File: config.mk
export PLATFORM = sky130hd
export DESIGN_NAME = pipe_addsub_n
export DESIGN_NICKNAME = d
export VERILOG_FILES = /design/src/rtl/pipe_addsub_n_pkg.sv /design/src/rtl/fa_1.sv /design/src/rtl/pipe_addsub_n.sv
export SDC_FILE = /design/constraint.sdc
export NUM_CORES = 1
export LEC_CHECK = 0
export ABC_CLOCK_PERIOD_IN_PS = 2600
export CAP_MARGIN = 20
export CORE_MARGIN = 2
export CORE_UTILIZATION = 47
export DETAILED_ROUTE_END_ITERATION = 8
export PLACE_DENSITY = 0.89
export RECOVER_POWER = 50
export SKIP_LAST_GASP = 1
export SYNTH_ARGS = -nofsm -noshare
export SYNTH_HDL_FRONTEND = slang
export SYNTH_SLANG_ARGS = --single-unit
File: constraint.sdc
create_clock -name clk -period 2.6 [get_ports clk]
set_clock_uncertainty 0.2 [all_clocks]
set_input_delay 0.78 -clock clk [delete_from_list [all_inputs] [get_ports clk]]
set_output_delay 0.78 -clock clk [all_outputs]
set_load 0.01 [all_outputs]
File: src/rtl/pipe_addsub_n_pkg.sv
// rtl/pipe_addsub_n_pkg.sv - operation encodings and parameter guard shared by pipe_addsub_n
`ifndef PIPE_ADDSUB_N_PKG_SV
`define PIPE_ADDSUB_N_PKG_SV

`define PIPE_ADDSUB_N_CHECK(w, n) \
  if ((w) < 1 || (n) < 1 || ((w) % (n)) != 0) begin : g_param_check \
    $error("pipe_addsub_n: WIDTH must be a nonzero multiple of STAGES"); \
  end

package pipe_addsub_n_pkg;
  localparam logic OP_ADD = 1'b0;
  localparam logic OP_SUB = 1'b1;
endpackage

`endif

File: src/rtl/fa_1.sv
// rtl/fa_1.sv - 1-bit full adder made of two half-adder cells and a carry OR
module fa_1 (
  input  logic a_i,
  input  logic b_i,
  input  logic c_i,
  output logic s_o,
  output logic c_o
);
  logic ha0_s;
  logic ha0_c;
  logic ha1_c;

  assign ha0_s = a_i ^ b_i;
  assign ha0_c = a_i & b_i;
  assign s_o   = ha0_s ^ c_i;
  assign ha1_c = ha0_s & c_i;
  assign c_o   = ha0_c | ha1_c;
endmodule

File: src/rtl/pipe_addsub_n.sv
// rtl/pipe_addsub_n.sv - pipelined WIDTH-bit adder/subtractor, one CW-bit carry chunk per stage
module pipe_addsub_n
  import pipe_addsub_n_pkg::*;
#(
  parameter int WIDTH  = 8,
  parameter int STAGES = 2
) (
  input  logic             clk,
  input  logic             rst,
  input  logic             in_valid,
  input  logic             sub,
  input  logic [WIDTH-1:0] a,
  input  logic [WIDTH-1:0] b,
  output logic             out_valid,
  output logic [WIDTH-1:0] s,
  output logic             cout,
  output logic             ovf
);
  localparam int CW = WIDTH / STAGES;

  `PIPE_ADDSUB_N_CHECK(WIDTH, STAGES)

  logic             cin0;
  logic [WIDTH-1:0] b_eff;

  assign cin0  = (sub == OP_SUB);
  assign b_eff = b ^ {WIDTH{cin0}};

  for (genvar k = 0; k < STAGES; k++) begin : g_stage
    localparam int HI = WIDTH - k * CW;
    localparam int LO = k * CW;

    logic             vin;
    logic             cin;
    logic [HI-1:0]    a_in;
    logic [HI-1:0]    b_in;
    logic [CW:0]      c;
    logic [CW-1:0]    sum;
    logic [LO+CW-1:0] res_d;
    logic [LO+CW-1:0] res_q;
    logic             vld_q;
    logic             cy_q;

    // Unconsumed operand chunks shift down so this stage always adds bits [CW-1:0].
    if (k == 0) begin : g_head
      assign vin   = in_valid;
      assign cin   = cin0;
      assign a_in  = a;
      assign b_in  = b_eff;
      assign res_d = sum;
    end else begin : g_body
      assign vin   = g_stage[k-1].vld_q;
      assign cin   = g_stage[k-1].cy_q;
      assign a_in  = g_stage[k-1].g_fwd.a_q;
      assign b_in  = g_stage[k-1].g_fwd.b_q;
      assign res_d = {sum, g_stage[k-1].res_q};
    end

    assign c[0] = cin;
    for (genvar i = 0; i < CW; i++) begin : g_bit
      fa_1 u_fa (
        .a_i (a_in[i]),
        .b_i (b_in[i]),
        .c_i (c[i]),
        .s_o (sum[i]),
        .c_o (c[i+1])
      );
    end

    always_ff @(posedge clk or posedge rst) begin
      if (rst) begin
        vld_q <= 1'b0;
        cy_q  <= 1'b0;
        res_q <= '0;
      end else begin
        vld_q <= vin;
        if (vin) begin
          cy_q  <= c[CW];
          res_q <= res_d;
        end
      end
    end

    if (k < STAGES - 1) begin : g_fwd
      logic [HI-CW-1:0] a_q;
      logic [HI-CW-1:0] b_q;

      always_ff @(posedge clk or posedge rst) begin
        if (rst) begin
          a_q <= '0;
          b_q <= '0;
        end else if (vin) begin
          a_q <= a_in[HI-1:CW];
          b_q <= b_in[HI-1:CW];
        end
      end
    end else begin : g_tail
      logic ovf_q;

      // c[CW-1] is the carry into the result MSB.
      always_ff @(posedge clk or posedge rst) begin
        if (rst) begin
          ovf_q <= 1'b0;
        end else if (vin) begin
          ovf_q <= c[CW] ^ c[CW-1];
        end
      end
    end
  end

  assign out_valid = g_stage[STAGES-1].vld_q;
  assign s         = g_stage[STAGES-1].res_q;
  assign cout      = g_stage[STAGES-1].cy_q;
  assign ovf       = g_stage[STAGES-1].g_tail.ovf_q;
endmodule

==> metrics.txt, run 1 <==
outcome=finished, final reports clean; drt wl/cell=14.0 um; hold endpoint=s[2]; Non-Filler Instances=156; fmax=387 MHz; largest net degree at the start of global routing=26; post-synth cell types=15; CTS tree=yes; WL met1=834 um; CP most frequent cell=fa_2; fin area=1540 um^2; Worst EP required=2.62 ns; met3 routed WL=100 um; simple-gate share of the synthesized area=3.47%; RR Endpoint=ovf; initial antenna violation count=0; endpoints failing setup=0; initial drt markers=21; postcts setup bufs=0; Sinks on Clock Net=25; CTS root buffer=clkbuf_4; Via density=4.85; leakage=0.000690 uW; multiplexer share of the synthesized area=13.9%; post-route clock period utilization=99.5%; total gr overflow=0; core area=2430 um^2; register area share after synthesis=52.6%; htree depth=1; final worst slack=0.0141 ns; slowest CP cell=fa_2; Final Hold Fails=0; routed wire length=2190 um; largest family of logic cells by synthesized area=multiplexers; Worst-Margin Slew=1.30 ns; crit path max fanout=3; clock latency at the later pin of the worst-skew pair=0.32 ns; Die Area=2950 um^2; Place WS=-0.658 ns; Slew headroom=13.5%; Max-Cap Viols=0; Avg Inst Size Synth=12.8 um^2; CTS clk-pin slew, worst paths=0.13 ns; compound-cell area share of the yosys netlist=4.63%; HP Class=flip-flop to flip-flop; Setup crit end kind=flip-flop; first-pass GRT wire length=3540 um; ratio of cells with drive above 1 in the final layout=18.3%; placed cell count=152; CTS Buf Count=3; number of remaining DRC errors=0; ranking of synthesized cells by area=dfrtp_1, fa_1, mux2_4; met2 WL post-DR=1180 um; Post-synth ARST share=100%; Final Max Slew Viols=0; final net count=154; Syn Std Cell Area=1190 um^2; hpwl dp=1720 um; number of synthesized flops with an enable pin=0; antenna viol nets, final=0; Hold Startpoint=s[2]; Die Span Y=54.3 um; worst setup path category=input pin to flip-flop; Post-DP Area=1530 um^2; Seq cells post-synth=25; R2R Setup Slk=0.10 ns; number of global-route vias before repair=784; Critical Path Max Stage Delay=0.41 ns; Post-synth top cells=dfrtp_1, inv_1, a21oi_1, nor2_1, xnor2_1; count leader, synth=dfrtp_1; worst r2r path cells=9; DR top layer=met4; port bufs=30; P per Cell Area=688 nW/um^2; arrival time worst endpoint=2.61 ns; cell taking the most area after synthesis=dfrtp_1; crit path time final=2.59 ns; worst reg2reg startpoint=g_stage[0].cy_q; crit path launch type=input pin; vias post-DR=756; yosys warns=0; ys flop type=dfrtp_1; # IOs=31; DR pass1 iterations=4; Layout area overhead=29.1%; setup TNS=0 ns; starting density of the core=48.9%; peak supply drop=0.000374 V; # hold bufs at CTS=0; xor and xnor area share after synthesis=6.62%; Diodes inserted=0; adder-cell share of the synthesized area=11.8%; top cell type's share of synthesized area=52.6%; RD Place Congestion=0.752; synthesized instance count=93; GRT Total Usage=18.1%; RSZ-0062 raised after global routing=true; hold slack=0.320 ns; die width=54.3 um; Hold Path Depth=1; row count=18; crit path cell chain=buf_2 > xnor2_2 > fa_2 > fa_2 > inv_2 > fa_1 > mux2_4; CTS Buffer Depth=2; syn nets=120
[worst max-delay path, delay by kind of cell]
| family | cells | cell delay (ns) |
|---|---|---|
| xor+xnor | 1 | 0.16 |
| fa+ha+maj | 3 | 1.20 |
| buf+inv | 2 | 0.19 |
| mux | 1 | 0.27 |
[kinds of logic after synthesis]
logic type / after synthesis
DFF: 25
xor gates and xnor gates: 9
muxes: 13
and+or+nand+nor: 11
buffers and inverters: 17
adders and majority gates: 7
AOI/OAI and AO/OA: 11
[how the worst max path moves through the flow]
| stage | cells past startpoint | slack [ns] | startpoint | to |
|---|---|---|---|---|
| floorplan | 7 | -0.18 | sub | g_stage[0].res_q[3] |
| global placement | 7 | -0.58 | sub | g_stage[0].res_q[3] |
| detailed placement | 7 | -0.66 | sub | g_stage[0].res_q[3] |
| CTS | 7 | 0.01 | a[0] | g_stage[0].res_q[3] |
| global route | 7 | -0.006 | sub | g_stage[0].res_q[3] |
| finish | 7 | 0.01 | sub | g_stage[0].res_q[3] |
[layout by cell type (no fill, tap or decap), drive strengths merged]
cell,Yosys,routed
a21oi,8,8
clkdlybuf4s50,0,25
dlygate4sd2,0,1
xor2,1,1
clkdlybuf4s15,0,1
inv,13,13
buf,4,5
xnor2,8,8
mux2,10,10
fa,7,7
dfrtp,25,25
o21ai,3,3
nand2,3,3
mux2i,3,3
clkbuf,0,5
nor2,8,8
[final cells by class]
type	instances	area, um^2
fill	204	896
sequential	25	626
multi-input combinational	51	495
timing repair buffer	33	303
inverter	13	48.8
tap	30	37.5
clock buffer	4	26.3
[metrics by stage]
| stage | total power, uW | utilization (%) |
|---|---|---|
| after floorplan | 716 | - |
| after global placement | 878 | 62.8 |
| after detailed placement | 905 | 62.8 |
| after CTS | 1080 | 63.5 |
| after global routing | 1120 | 63.2 |
| final | 1060 | 63.2 |
[timing repair]
item,CTS,global route
gates resized for setup,18,1
pin swaps,3,1
setup endpoints to repair,1,3
gates cloned,0,0
[registers in the layout (all words and copies together), names as in the netlist]
signal	count
s	8
cout	1
g_stage.vld_q	1
g_stage.g_fwd.a_q	4
g_stage.res_q	4
out_valid	1
g_stage.cy_q	1
ovf	1
g_stage.g_fwd.b_q	4
[layer usage]
layer  GRT usage (%)  vias up
met5               0        -
li1                -      355
met2            30.1       25
met3            1.64        4
met4            13.8        0
met1            21.5      372
[where the power goes]
| part | internal, uW | switching, uW | total (uW) |
|---|---|---|---|
| Combinational | 218 | 139 | 357 |
| Sequential | 474 | 51.3 | 525 |
| Clock | 60.2 | 115 | 175 |
| Total | 752 | 305 | 1060 |
Power figures use the tool's default switching activity.
==> inputs of run 2 (changes only) <==
GPL_TIMING_DRIVEN = 1   (was not set)
==> results of run 2 <==
No change in the layout: final DEF, timing and power equal those of run 1.
